File: src/rtl/adc_dac_pkg.sv
// ----------------------------------------------------------------------------
// adc_dac_pkg
// Shared types and sizing helpers for the ADC/DAC sample scheduler.
//   state_e      : scheduler FSM states
//   cnt_width()  : bits needed for a counter that runs 0..n-1 (minimum 1)
//   presc_width(): bits needed for the 1 ms prescaler at a given clock rate
// ----------------------------------------------------------------------------
package adc_dac_pkg;

   typedef enum logic [1:0] {
      IDLE    = 2'd0,
      TRIG    = 2'd1,
      WAIT    = 2'd2,
      CAPTURE = 2'd3
   } state_e;

   function automatic int unsigned cnt_width(input longint unsigned n);
      int unsigned w;
      w = 1;
      while ((64'd1 << w) < n) w++;
      return w;
   endfunction

   function automatic int unsigned presc_width(input longint unsigned sys_clk_freq);
      return cnt_width(sys_clk_freq / 1000);
   endfunction

endpackage

File: src/rtl/adc_dac_sample_sched_ms_tick_gen.sv
// ----------------------------------------------------------------------------
// ms_tick_gen
// Millisecond prescaler followed by a period counter. Emits a one-cycle
// per_req every SAMPLE_PERIOD_MS milliseconds while run is high; both
// counters are held at zero while run is low, so the first request arrives a
// full period after run rises.
// Ports:
//   sclk     in   system clock
//   nrst     in   asynchronous active-low reset
//   run      in   counters advance only while high
//   per_req  out  one-cycle periodic request
// ----------------------------------------------------------------------------
module ms_tick_gen
   import adc_dac_pkg::*;
#(
   parameter int unsigned SYS_CLK_FREQ     = 50_000_000,
   parameter int unsigned SAMPLE_PERIOD_MS = 100
) (
   input  logic sclk,
   input  logic nrst,
   input  logic run,
   output logic per_req
);

   localparam int unsigned DIV = SYS_CLK_FREQ / 1000;
   localparam int unsigned PW  = presc_width(SYS_CLK_FREQ);
   localparam int unsigned QW  = cnt_width(SAMPLE_PERIOD_MS);

   localparam logic [PW-1:0] PRESC_LAST = PW'(DIV - 1);
   localparam logic [QW-1:0] PER_LAST   = QW'(SAMPLE_PERIOD_MS - 1);

   logic [PW-1:0] presc_q, presc_d;
   logic [QW-1:0] per_cnt_q, per_cnt_d;
   logic          per_req_q, per_req_d;
   logic          ms_tick;

   // NOTE: every signal written here gets a default first, so no path can
   // leave it unassigned and infer a latch.
   always_comb begin
      ms_tick   = run && (presc_q == PRESC_LAST);
      presc_d   = presc_q;
      per_cnt_d = per_cnt_q;
      per_req_d = 1'b0;

      if (!run) begin
         presc_d   = '0;
         per_cnt_d = '0;
      end else begin
         presc_d = ms_tick ? '0 : presc_q + 1'b1;
         if (ms_tick) begin
            if (per_cnt_q == PER_LAST) begin
               per_cnt_d = '0;
               per_req_d = 1'b1;
            end else begin
               per_cnt_d = per_cnt_q + 1'b1;
            end
         end
      end
   end

   // NOTE: state is updated with non-blocking assignments so every flop
   // samples the pre-edge values regardless of statement order.
   always_ff @(posedge sclk or negedge nrst) begin
      if (!nrst) begin
         presc_q   <= '0;
         per_cnt_q <= '0;
         per_req_q <= 1'b0;
      end else begin
         presc_q   <= presc_d;
         per_cnt_q <= per_cnt_d;
         per_req_q <= per_req_d;
      end
   end

   assign per_req = per_req_q;

endmodule

File: src/rtl/adc_dac_sample_sched.sv
// ----------------------------------------------------------------------------
// adc_dac_sample_sched
// Sequencer for the ADC081C021/DAC5571 I2C transfer engine. Decides when to
// start a transfer (periodic timer in auto mode, or a debounced key pulse),
// waits for completion with a timeout, captures the returned voltage code,
// keeps a 2^AVG_SHIFT block average and counts successful samples.
// Ports:
//   sclk, nrst     clock, asynchronous active-low reset
//   en, auto_mode  scheduler enable, periodic triggering select
//   man_trig       single-cycle manual request
//   gs_trig        one-cycle start pulse to the I2C engine
//   gs_done/vol_in completion pulse and voltage code from the engine
//   vol_out/vol_valid  last captured sample and its update strobe
//   vol_avg/avg_valid  last block average and its update strobe
//   busy           high while a transfer is in progress (TRIG..CAPTURE)
//   timeout_err    sticky timeout flag, cleared by err_clr
//   sample_cnt     successful capture count, wraps
// ----------------------------------------------------------------------------
module adc_dac_sample_sched
   import adc_dac_pkg::*;
#(
   parameter int unsigned SYS_CLK_FREQ     = 50_000_000,
   parameter int unsigned SAMPLE_PERIOD_MS = 100,
   parameter int unsigned TIMEOUT_CYCLES   = 2_000_000,
   parameter int unsigned AVG_SHIFT        = 3
) (
   input  logic        sclk,
   input  logic        nrst,
   input  logic        en,
   input  logic        auto_mode,
   input  logic        man_trig,
   output logic        gs_trig,
   input  logic        gs_done,
   input  logic [7:0]  vol_in,
   output logic [7:0]  vol_out,
   output logic [7:0]  vol_avg,
   output logic        vol_valid,
   output logic        avg_valid,
   output logic        busy,
   output logic        timeout_err,
   input  logic        err_clr,
   output logic [15:0] sample_cnt
);

   localparam int unsigned TW = cnt_width(TIMEOUT_CYCLES);
   localparam int unsigned AW = 8 + AVG_SHIFT;
   localparam int unsigned BW = (AVG_SHIFT == 0) ? 1 : AVG_SHIFT;

   localparam logic [TW-1:0] TO_LAST  = TW'(TIMEOUT_CYCLES - 1);
   localparam logic [BW-1:0] BLK_LAST = BW'((1 << AVG_SHIFT) - 1);

   state_e        state_q, state_d;
   logic          req_q, req_d;
   logic          pending_q, pending_d;
   logic [TW-1:0] to_cnt_q, to_cnt_d;
   logic [AW-1:0] acc_q, acc_d;
   logic [BW-1:0] blk_cnt_q, blk_cnt_d;
   logic [7:0]    vol_out_q, vol_out_d;
   logic [7:0]    vol_avg_q, vol_avg_d;
   logic          vol_valid_q, vol_valid_d;
   logic          avg_valid_q, avg_valid_d;
   logic          busy_q, busy_d;
   logic          gs_trig_q, gs_trig_d;
   logic          timeout_err_q, timeout_err_d;
   logic [15:0]   sample_cnt_q, sample_cnt_d;

   logic          per_req;
   logic          timeout;
   logic [TW-1:0] to_inc;
   logic [AW-1:0] acc_sum;

   ms_tick_gen #(
      .SYS_CLK_FREQ     (SYS_CLK_FREQ),
      .SAMPLE_PERIOD_MS (SAMPLE_PERIOD_MS)
   ) u_tick (
      .sclk    (sclk),
      .nrst    (nrst),
      .run     (en & auto_mode),
      .per_req (per_req)
   );

   always_comb begin
      state_d       = state_q;
      pending_d     = pending_q;
      to_cnt_d      = to_cnt_q;
      acc_d         = acc_q;
      blk_cnt_d     = blk_cnt_q;
      vol_out_d     = vol_out_q;
      vol_avg_d     = vol_avg_q;
      avg_valid_d   = 1'b0;
      timeout_err_d = timeout_err_q;
      sample_cnt_d  = sample_cnt_q;
      timeout       = 1'b0;

      // Requests are registered once; IDLE acts on the registered copy, which
      // gives the two-cycle man_trig -> gs_trig latency.
      req_d   = en & (man_trig | per_req);
      to_inc  = to_cnt_q + 1'b1;
      acc_sum = acc_q + AW'(vol_in);

      unique case (state_q)
         IDLE: begin
            if ((req_q | pending_q) & en) state_d = TRIG;
         end
         TRIG: begin
            to_cnt_d = '0;
            state_d  = WAIT;
         end
         WAIT: begin
            to_cnt_d = to_inc;
            if (gs_done) begin
               // Capture bookkeeping is done on the way into CAPTURE so the
               // registered strobes, sample, count and average all become
               // visible together during the CAPTURE cycle.
               vol_out_d    = vol_in;
               sample_cnt_d = sample_cnt_q + 16'd1;
               if (blk_cnt_q == BLK_LAST) begin
                  vol_avg_d   = 8'(acc_sum >> AVG_SHIFT);
                  avg_valid_d = 1'b1;
                  acc_d       = '0;
                  blk_cnt_d   = '0;
               end else begin
                  acc_d     = acc_sum;
                  blk_cnt_d = blk_cnt_q + 1'b1;
               end
               state_d = CAPTURE;
            end else if (to_inc == TO_LAST) begin
               timeout = 1'b1;
               state_d = IDLE;
            end
         end
         CAPTURE: begin
            state_d = IDLE;
         end
         default: state_d = IDLE;
      endcase

      // Single-deep pending bit: requests arriving while busy coalesce here.
      if (!en) begin
         pending_d = 1'b0;
      end else if ((state_q == IDLE) && (req_q | pending_q)) begin
         pending_d = 1'b0;
      end else if (req_q) begin
         pending_d = 1'b1;
      end

      // A timeout in the same cycle as err_clr wins.
      if (timeout) begin
         timeout_err_d = 1'b1;
      end else if (err_clr) begin
         timeout_err_d = 1'b0;
      end

      gs_trig_d   = (state_d == TRIG);
      busy_d      = (state_d != IDLE);
      vol_valid_d = (state_d == CAPTURE);
   end

   always_ff @(posedge sclk or negedge nrst) begin
      if (!nrst) begin
         state_q       <= IDLE;
         req_q         <= 1'b0;
         pending_q     <= 1'b0;
         to_cnt_q      <= '0;
         acc_q         <= '0;
         blk_cnt_q     <= '0;
         vol_out_q     <= '0;
         vol_avg_q     <= '0;
         vol_valid_q   <= 1'b0;
         avg_valid_q   <= 1'b0;
         busy_q        <= 1'b0;
         gs_trig_q     <= 1'b0;
         timeout_err_q <= 1'b0;
         sample_cnt_q  <= '0;
      end else begin
         state_q       <= state_d;
         req_q         <= req_d;
         pending_q     <= pending_d;
         to_cnt_q      <= to_cnt_d;
         acc_q         <= acc_d;
         blk_cnt_q     <= blk_cnt_d;
         vol_out_q     <= vol_out_d;
         vol_avg_q     <= vol_avg_d;
         vol_valid_q   <= vol_valid_d;
         avg_valid_q   <= avg_valid_d;
         busy_q        <= busy_d;
         gs_trig_q     <= gs_trig_d;
         timeout_err_q <= timeout_err_d;
         sample_cnt_q  <= sample_cnt_d;
      end
   end

   assign gs_trig     = gs_trig_q;
   assign busy        = busy_q;
   assign vol_out     = vol_out_q;
   assign vol_avg     = vol_avg_q;
   assign vol_valid   = vol_valid_q;
   assign avg_valid   = avg_valid_q;
   assign timeout_err = timeout_err_q;
   assign sample_cnt  = sample_cnt_q;

endmodule

File: config.mk
export PLATFORM = sky130hd
export DESIGN_NAME = adc_dac_sample_sched
export DESIGN_NICKNAME = d
export VERILOG_FILES = /design/src/rtl/adc_dac_pkg.sv /design/src/rtl/adc_dac_sample_sched_ms_tick_gen.sv /design/src/rtl/adc_dac_sample_sched.sv
export SDC_FILE = /design/constraint.sdc
export NUM_CORES = 1
export LEC_CHECK = 0
export CORE_UTILIZATION = 35
export CTS_BUF_LIST = sky130_fd_sc_hd__clkbuf_4 sky130_fd_sc_hd__clkbuf_8
export DETAILED_ROUTE_END_ITERATION = 10
export SYNTH_ARGS = -nofsm -noshare
export SYNTH_HDL_FRONTEND = slang
export SYNTH_SLANG_ARGS = --single-unit
File: constraint.sdc
create_clock -name sclk -period 2.77 [get_ports sclk]
set_input_delay 0.277 -clock sclk [delete_from_list [all_inputs] [get_ports sclk]]
set_output_delay 0.277 -clock sclk [all_outputs]
set_load 0.005 [all_outputs]
; Word-level counts from Yosys, hierarchy flattened
; Index checks and enable logic that the tools add are counted.
[totals]
word_cells = 73
reg_bits = 100
in_bits = 15
[classes]
n_eq_ne = 11
n_addsub = 6
muxes = 26
bitwise = 5
reduce_logical = 8
[ops]
columns = operator, n
row1 = $pmux 21 s2, 1
row2 = $add 16x1->16 const B, 2
row3 = $mux 16, 2
row4 = $add 21x1->21 const B, 1
row5 = $eq 21x21->1 const B, 1
row6 = $mux 7, 3
row7 = $eq 16x16->1 const B, 1
row8 = $mux 1, 14
row9 = $add 11x8->11, 1
row10 = $mux 11, 1
row11 = $pmux 2 s4, 1
row12 = $add 7x1->7 const B, 1
row13 = $eq 7x7->1 const B, 1
row14 = $eq 2x2->1 const B, 3
row15 = $mux 2, 3
row16 = $reduce_bool 2->1, 3
row17 = $eq 2x1->1 const B, 2
row18 = $add 3x1->3 const B, 1
row19 = $and 1x1->1, 3
row20 = $eq 3x3->1 const B, 1
row21 = $mux 3, 1
row22 = $ne 3x1->1 const B, 1
row23 = $reduce_and 3->1, 1
row24 = $logic_and 1x1->1, 2
row25 = other kinds (4), 5

; Longest topological paths before layout
; Gate-level depths: netlist of run 1.
[depth]
ltp_word = 6
mapped_depth = 10
ltp_nobuf = 10

; Hierarchy
; A second synthesis of run 1 with hierarchy kept.
[hier_totals]
cells_unflattened = 559
area_unflattened_um2 = 5252.5
[by_module_without_submodules]
columns = mod, cells_per_inst, n_inst, area_per_inst_um2
row1 = adc_dac_sample_sched, 433, 1, 4030.1
row2 = ms_tick_gen, 126, 1, 1222.4

; Worst setup path before layout of run 1
; OpenSTA, ideal clock, no wires.
[synth_timing]
kind = register to register
start = reg acc_q[0]
end = reg acc_q[10]
stages_incl_launch_ff = 11
period_less_slack_ps = 2130
path_buffers = 0
arrival_ps = 2000
setup_time_ps = 131
slack_ps = 640
cell_sequence = dfrtp_1 ha_1 inv_1 fa_1 nor2b_1 o21ai_1 a21boi_1 o21ai_1 a211oi_1 mux2i_1 o21ai_1
[synth_via]
elab_chain_len = 2
[synth_lines]
columns = element, line
row1 = start: declaration, adc_dac_sample_sched.sv:56  ; logic [AW-1:0] acc_q, acc_d;
row2 = start signal: assignment, adc_dac_sample_sched.sv:165  ; acc_q <= '0;
row3 = start signal: assignment, adc_dac_sample_sched.sv:180  ; acc_q <= acc_d;
row4 = $add 11x8->11, adc_dac_sample_sched.sv:99  ; acc_sum = acc_q + AW'(vol_in);
row5 = $mux 11, adc_dac_sample_sched.sv:117  ; if (blk_cnt_q == BLK_LAST) begin
; No other way between the ends.
; A chain may end at the register's enable or synchronous reset.

; Worst setup path after layout of run 1
[layout_timing]
start = reg to_cnt_q[1]
end = reg busy_q, in the netlist busy
[layout_via]
elab_chain_len = 6
[layout_lines]
columns = element, line
row1 = start: declaration, adc_dac_sample_sched.sv:55  ; logic [TW-1:0] to_cnt_q, to_cnt_d;
row2 = start signal: assignment, adc_dac_sample_sched.sv:179  ; to_cnt_q <= to_cnt_d;
row3 = $add 21x1->21, adc_dac_sample_sched.sv:98  ; to_inc = to_cnt_q + 1'b1;
row4 = $eq 21x21->1, adc_dac_sample_sched.sv:127  ; end else if (to_inc == TO_LAST) begin
row5 = $mux 2, adc_dac_sample_sched.sv:127
row6 = $mux 2, adc_dac_sample_sched.sv:111  ; if (gs_done) begin
row7 = $pmux 2 s4, adc_dac_sample_sched.sv:101  ; unique case (state_q)
row8 = $reduce_bool 2->1, adc_dac_sample_sched.sv:155  ; busy_d = (state_d != IDLE);
row9 = via busy_d, adc_dac_sample_sched.sv:62  ; logic busy_q, busy_d;
row10 = end signal: assignment, adc_dac_sample_sched.sv:186  ; busy_q <= busy_d;
row11 = end: declaration, adc_dac_sample_sched.sv:62
; The timed path passes the listed nets, and every way through them passes these cells.

==> run_results.csv, run 1 <==
group,metric,value,unit
min_path,min_path_type,"reg -> reg",
die,pin_count,52,
global_routing,grt_pass1_wl,19720,microns
clocking,cts_buffers,9,
clocking,clockRootBuffer,"clkbuf_8",
placed_design,place_ws,0.08100,ns
final_layout,antennaDiodeCount,0,
power,p_leak,2.688,nW
sta,setup_viol_count_final,0,
synthesis,synth.largest_area_cell,"dfrtp_1",
synthesis,async_flop_share,100.0,%
worst_setup_path,worstRegToRegCells,8,
synthesis,synth_area,5295,sq um
sta,hold_viol_final,0,
drt,vias,4124,
clocking,clk_latency,0.38,ns
drt,wl,11340,microns
worst_setup_path,rr_startpoint,"to_cnt_q[1]",
run_status,status,"complete, but fails checks",
synthesis,ys_seq_area_share,47.26,%
synthesis,synthesis.nets,598,
placed_design,hpwl,7929,microns
sta,setup_slack,0.4022,ns
drt,wire_per_inst,14.12,microns
synthesis,synth_commonest_cells,"nand2_1 (106), dfrtp_1 (100), nor2_1 (46)",
clocking,cts_buffer_depth,2,
die,die_h,125,microns
sta,rsz0062_at_grt,"no",
global_routing,grt_max_degree,53,
global_routing,grt_pass1_vias,4108,
worst_setup_path,criticalPathCategory,"reg -> reg",
global_routing,track_usage,15.52,%
sta,worst_pin_slew,0.6757,ns
clocking,cts_sinks,100,
drt,drc,18,
final_layout,seq_area,2502,sq um
sta,worst_hold_slack,0.4620,ns
sta,fin_crit,2.368,ns
final_layout,fin_area,6206,sq um
worst_setup_path,cp-end-kind,"flip-flop",
die,start_util,36.16,%
synthesis,synth_top_area_share,47.26,%
clocking,path_clk_slew,0.09,ns
global_routing,gr-total-overflow,0,
drt,drt_first_pass_iters,7,
final_layout,nets,647,
run_status,failed_checks,"DRC",
worst_setup_path,r2r_end,"busy",
worst_setup_path,cp_data_arrival_time,2.61,ns
synthesis,synth_ff_type,"dfrtp_1",
power,vdd_drop_max,0.2546,mV
sta,timing.fmax,0.4223,GHz
placed_design,gp_congestion,0.8336,
final_layout,drive_gt1_share,7.754,%
power,p_per_area,736.8,nW/um^2
clocking,htree_levels,3,
synthesis,synth_cell_types,61,
worst_setup_path,crit_required,3.01,ns
drt,vias_per_cell,5.136,
clocking,post_cts_buffers,0,
synthesis,syn_inst,565,
sta,finalMaxSlewViolations,0,
final_layout,multi_input_area,2610,sq um
clocking,tritoncts,"built",
drt,drt_iter0_markers,280,
drt,postRouteAntennaNets,0,
worst_setup_path,reg2reg_setup_slack,0.40,ns
power,power,4.573,mW
worst_setup_path,worstSetupStartpoint,"to_cnt_q[1]",
synthesis,synth_edf_count,0,
worst_setup_path,crit_path_max_fanout,6,
synthesis,ys_ff_latch,100,
placed_design,dpl.cell_count,786,
final_layout,fillers,1417,
die,die_w,125,microns
die,die_area,15630,sq um
worst_setup_path,crit_end,"busy",
placed_design,io_buffers,51,
sta,fin_worst_skew,0.01432,ns
clocking,ctsResizeCount,0,
synthesis,synthTopCellsByArea,"dfrtp_1 (47%), nand2_1 (7.5%), xnor2_1 (5.1%)",
sta,relSlewSlack,54.96,%
run,cap_violations,0,
final_layout,final_util,42.38,%
synthesis,ys_warn_count,0,
die,row_count,44,
worst_setup_path,cp-start-kind,"flip-flop",
sta,tns,0,ns
synthesis,yosysMostFrequentCell,"nand2_1",
placed_design,placed_area,6015,sq um
final_layout,stdcell_count,803,
synthesis,syn_avg_cell_area,9.372,sq um
global_routing,antenna_found_initial,0,
sta,min_period_over_period,85.48,%
final_layout,syn_to_final_growth,17.20,%
die,core,14640,sq um
-- sequential cells by signal, summed over array words and instances (netlist names), 2 cells and up --
signal and flops:
acc_q 11, blk_cnt_q 3, sample_cnt 16, state_q 2
to_cnt_q 21, u_tick.per_cnt_q 7, u_tick.presc_q 16, vol_avg 8
vol_out 8
-- power by group --
group          leakage (nW)  total, mW  internal (mW)  switching, mW
combinational          1.25       1.75          0.812          0.941
clock                0.0971      0.892          0.365          0.527
sequential             1.34       1.93           1.72          0.207
-- cell type report --
class	count	area share (%)
timing repair buffer	60	9.516
inverter	24	1.472
tap	184	3.710
multi-input combinational	419	42.06
clock buffer	11	2.339
sequential	100	40.32
clock inverter	5	0.5847
-- per-layer routing --
metal / track usage [%] / share of wire, % / up-vias
met3: 3.252 / 3.5 / 15
met5: 0 / 0 / -
met2: 24.42 / 44 / 80
met4: 5.308 / 1.6 / 0
li1: - / - / 2049
met1: 21.25 / 50 / 1980
-- critical path, cell delays in order (launching register included) --
cell and delay (ns):
dfrtp_1 0.43, ha_1 0.32, nand4_2 0.20, nor3_2 0.29, nand2_1 0.16, mux2i_1 0.33, nand4_4 0.16, o21ai_4 0.21
a41oi_2 0.13
-- logic make-up after synthesis --
| group | share of synthesized area [%] |
|---|---|
| compound gates | 12.59 |
| flops | 47.26 |
| mux | 1.583 |
| simple gates | 23.28 |
| buf+inv | 3.450 |
| fa+ha+maj | 4.395 |
| xor+xnor | 7.443 |
-- what timing repair did --
action,4_1_cts,5_1_grt
setup endpoints to repair,0,0
hold buffers,1,0
endpoints found under the hold margin,48,0
-- worst min path at each step --
stage / slack [ns] / to / cells after the start / start
after floorplan: -0.02 / acc_q[0] / 0 / nrst
after global placement: 0.36 / vol_out[5] / 1 / nrst
after detailed placement: 0.37 / vol_out[5] / 1 / nrst
after CTS: 0.45 / timeout_err / 2 / err_clr
after global routing: 0.46 / timeout_err / 2 / err_clr
final: 0.46 / u_tick.presc_q[0] / 1 / u_tick.presc_q[0]
-- placed cells by master, fill, tap and decap left out, types with 14 or more instances in the layout --
master / n
nand2_1: 106
dfrtp_1: 100
clkdlybuf4s50_1: 50
nor2_1: 46
xnor2_1: 31
o21ai_0: 25
nand3_1: 24
inv_1: 22
nor3_1: 17
ha_1: 17
xor2_1: 14
Note: power is estimated with default switching activity, not from simulation.
==> run 2, diff against run 1 <==
GPL_ROUTABILITY_DRIVEN = 0   (was unset)
==> results of run 2 <==
No change in the layout: final DEF, timing and power equal those of run 1.
==> run 3, diff against run 2 <==
CORE_UTILIZATION = 25   (was 35)
TNS_END_PERCENT = 10   (was unset)
==> run_results.csv, run 3 (same netlist as run 1, synthesis figures left out) <==
group,metric,value,unit
final_layout,multi_input_area,2610,sq um
final_layout,fillers,2138,
final_layout,antennaDiodeCount,0,
final_layout,nets,648,
min_path,min_path_type,"in -> async",
die,core,20490,sq um
final_layout,top_register,"to_cnt_q",
final_layout,largest_reg_flops,21,
run_status,status,"complete, but fails checks",
final_layout,drive_gt1_share,8.065,%
drt,wire_per_inst,12.96,microns
sta,tns,0,ns
worst_setup_path,slowest_delay,0.43,ns
sta,worst_pin_slew,0.8523,ns
clocking,hold_buffers,0,
global_routing,grt_max_degree,67,
worst_setup_path,critPathBufInv,0,
clocking,clockRootBuffer,"clkbuf_8",
die,die_w,147.5,microns
worst_setup_path,rr_startpoint,"to_cnt_q[1]",
clocking,cts_sinks,100,
worst_setup_path,cp_data_arrival_time,2.56,ns
worst_setup_path,worstRegToRegCells,8,
drt,drt_iter0_markers,185,
drt,wl,11530,microns
clocking,post_cts_buffers,0,
global_routing,antenna_found_initial,0,
clocking,ctsResizeCount,0,
sta,setup_viol_count_final,0,
run_status,failed_checks,"hold timing",
placed_design,hpwl,8087,microns
final_layout,mostFrequentLayoutCell,"nand2_1",
worst_setup_path,crit_path_max_fanout,6,
die,row_count,52,
final_layout,syn_to_final_growth,20.32,%
worst_setup_path,criticalPathCategory,"reg -> reg",
global_routing,grt_pass1_wl,19780,microns
global_routing,track_usage,11.28,%
worst_setup_path,crit_slowest_cell,"dfrtp_1",
drt,vias,4065,
worst_setup_path,reg2reg_setup_slack,0.45,ns
power,p_per_area,757.2,nW/um^2
clocking,cts_buffers,9,
clocking,tritoncts,"built",
clocking,cts_buffer_depth,2,
power,power,4.824,mW
die,start_util,25.84,%
sta,fin_worst_skew,0.01115,ns
power,p_leak,2.718,nW
die,die_area,21770,sq um
sta,timing.fmax,0.4316,GHz
drt,postRouteAntennaNets,0,
worst_setup_path,worstPathCellList,"ha_1, nand4_2, nor3_2, nand2_1, mux2i_1, nand4_4, o21ai_4, a41oi_2",
clocking,path_clk_slew,0.10,ns
drt,drc,0,
final_layout,seq_area,2502,sq um
sta,finalMaxSlewViolations,0,
sta,relSlewSlack,43.18,%
sta,hold_viol_final,2,
worst_setup_path,cp-start-kind,"flip-flop",
placed_design,io_buffers,51,
die,die_h,147.5,microns
worst_setup_path,r2r_end,"busy",
clocking,clk_latency,0.38,ns
worst_setup_path,cp-end-kind,"flip-flop",
global_routing,grt_pass1_vias,3874,
power,vdd_drop_max,0.3064,mV
worst_setup_path,cpLargestDelayFamily,"simple AND/OR/NAND/NOR gates",
die,pin_count,52,
clocking,htree_levels,3,
drt,vias_per_cell,4.567,
sta,min_period_over_period,83.64,%
global_routing,gr-total-overflow,0,
final_layout,layout_common_cells,"nand2_1 (106), dfrtp_1 (100), clkdlybuf4s50_1 (50)",
drt,drt_first_pass_iters,4,
sta,rsz0062_at_grt,"no",
worst_setup_path,crit_required,3.02,ns
sta,fin_crit,2.317,ns
sta,worst_hold_slack,-0.004037,ns
run,cap_violations,0,
## run 3: cell types whose count changed in the layout (fill, tap and decap cells not counted), sizes merged
cell | before | now
inv | 24 | 25
buf | 9 | 11
dlygate4sd3 | 1 | 0
clkinv | 5 | 1
bufinv | 0 | 3
## run 3: layout make-up
type                    instances  share of cell area (%)
repair buffers                 61                   9.152
multi-input cells             419                   40.97
clock buffers                  11                   2.180
inverters                      24                   1.434
well taps                     270                   5.302
flip-flops and latches        100                   39.28
clock inverters                 5                   1.689
## run 3: power by group
part / leakage (nW) / total [mW] / switching, mW / internal, mW
sequential: 1.34 / 1.93 / 0.213 / 1.72
combinational: 1.25 / 1.73 / 0.927 / 0.805
clock: 0.125 / 1.16 / 0.532 / 0.628
total: 2.72 / 4.82 / 1.67 / 3.15
## run 3: stage by stage
stage / util (%) / hold slack (ns) / std cells / setup slack (ns) / cell area, sq um
floorplan: - / -0.01859 / 565 / 0.6396 / 5295
global placement: 29.88 / 0.4465 / 874 / 0.08944 / 6125
detailed placement: 29.88 / 0.4516 / 874 / 0.08671 / 6125
CTS: 31.09 / 0.02082 / 890 / 0.4321 / 6371
global route: 31.09 / 0.06176 / 890 / 0.2157 / 6371
finish: 31.09 / -0.004037 / 890 / 0.4531 / 6371
## run 3: worst max-delay path by stage
stage / from / endpoint / slack, ns / cells after the start
floorplan: acc_q[0] / acc_q[10] / 0.64 / 10
global placement: vol_in[0] / acc_q[10] / 0.09 / 12
detailed placement: vol_in[0] / acc_q[10] / 0.09 / 12
CTS: to_cnt_q[1] / busy / 0.43 / 8
global route: to_cnt_q[1] / busy / 0.22 / 8
finish: to_cnt_q[1] / busy / 0.45 / 8
## run 3: per-layer routing
layer / GRT usage (%) / part of all wire, % / routed length [microns]
met5: 0 / 0 / 0
met2: 17.03 / 43 / 4994
met3: 1.759 / 3.2 / 371
met1: 16.19 / 52 / 5988
met4: 4.175 / 1.6 / 180
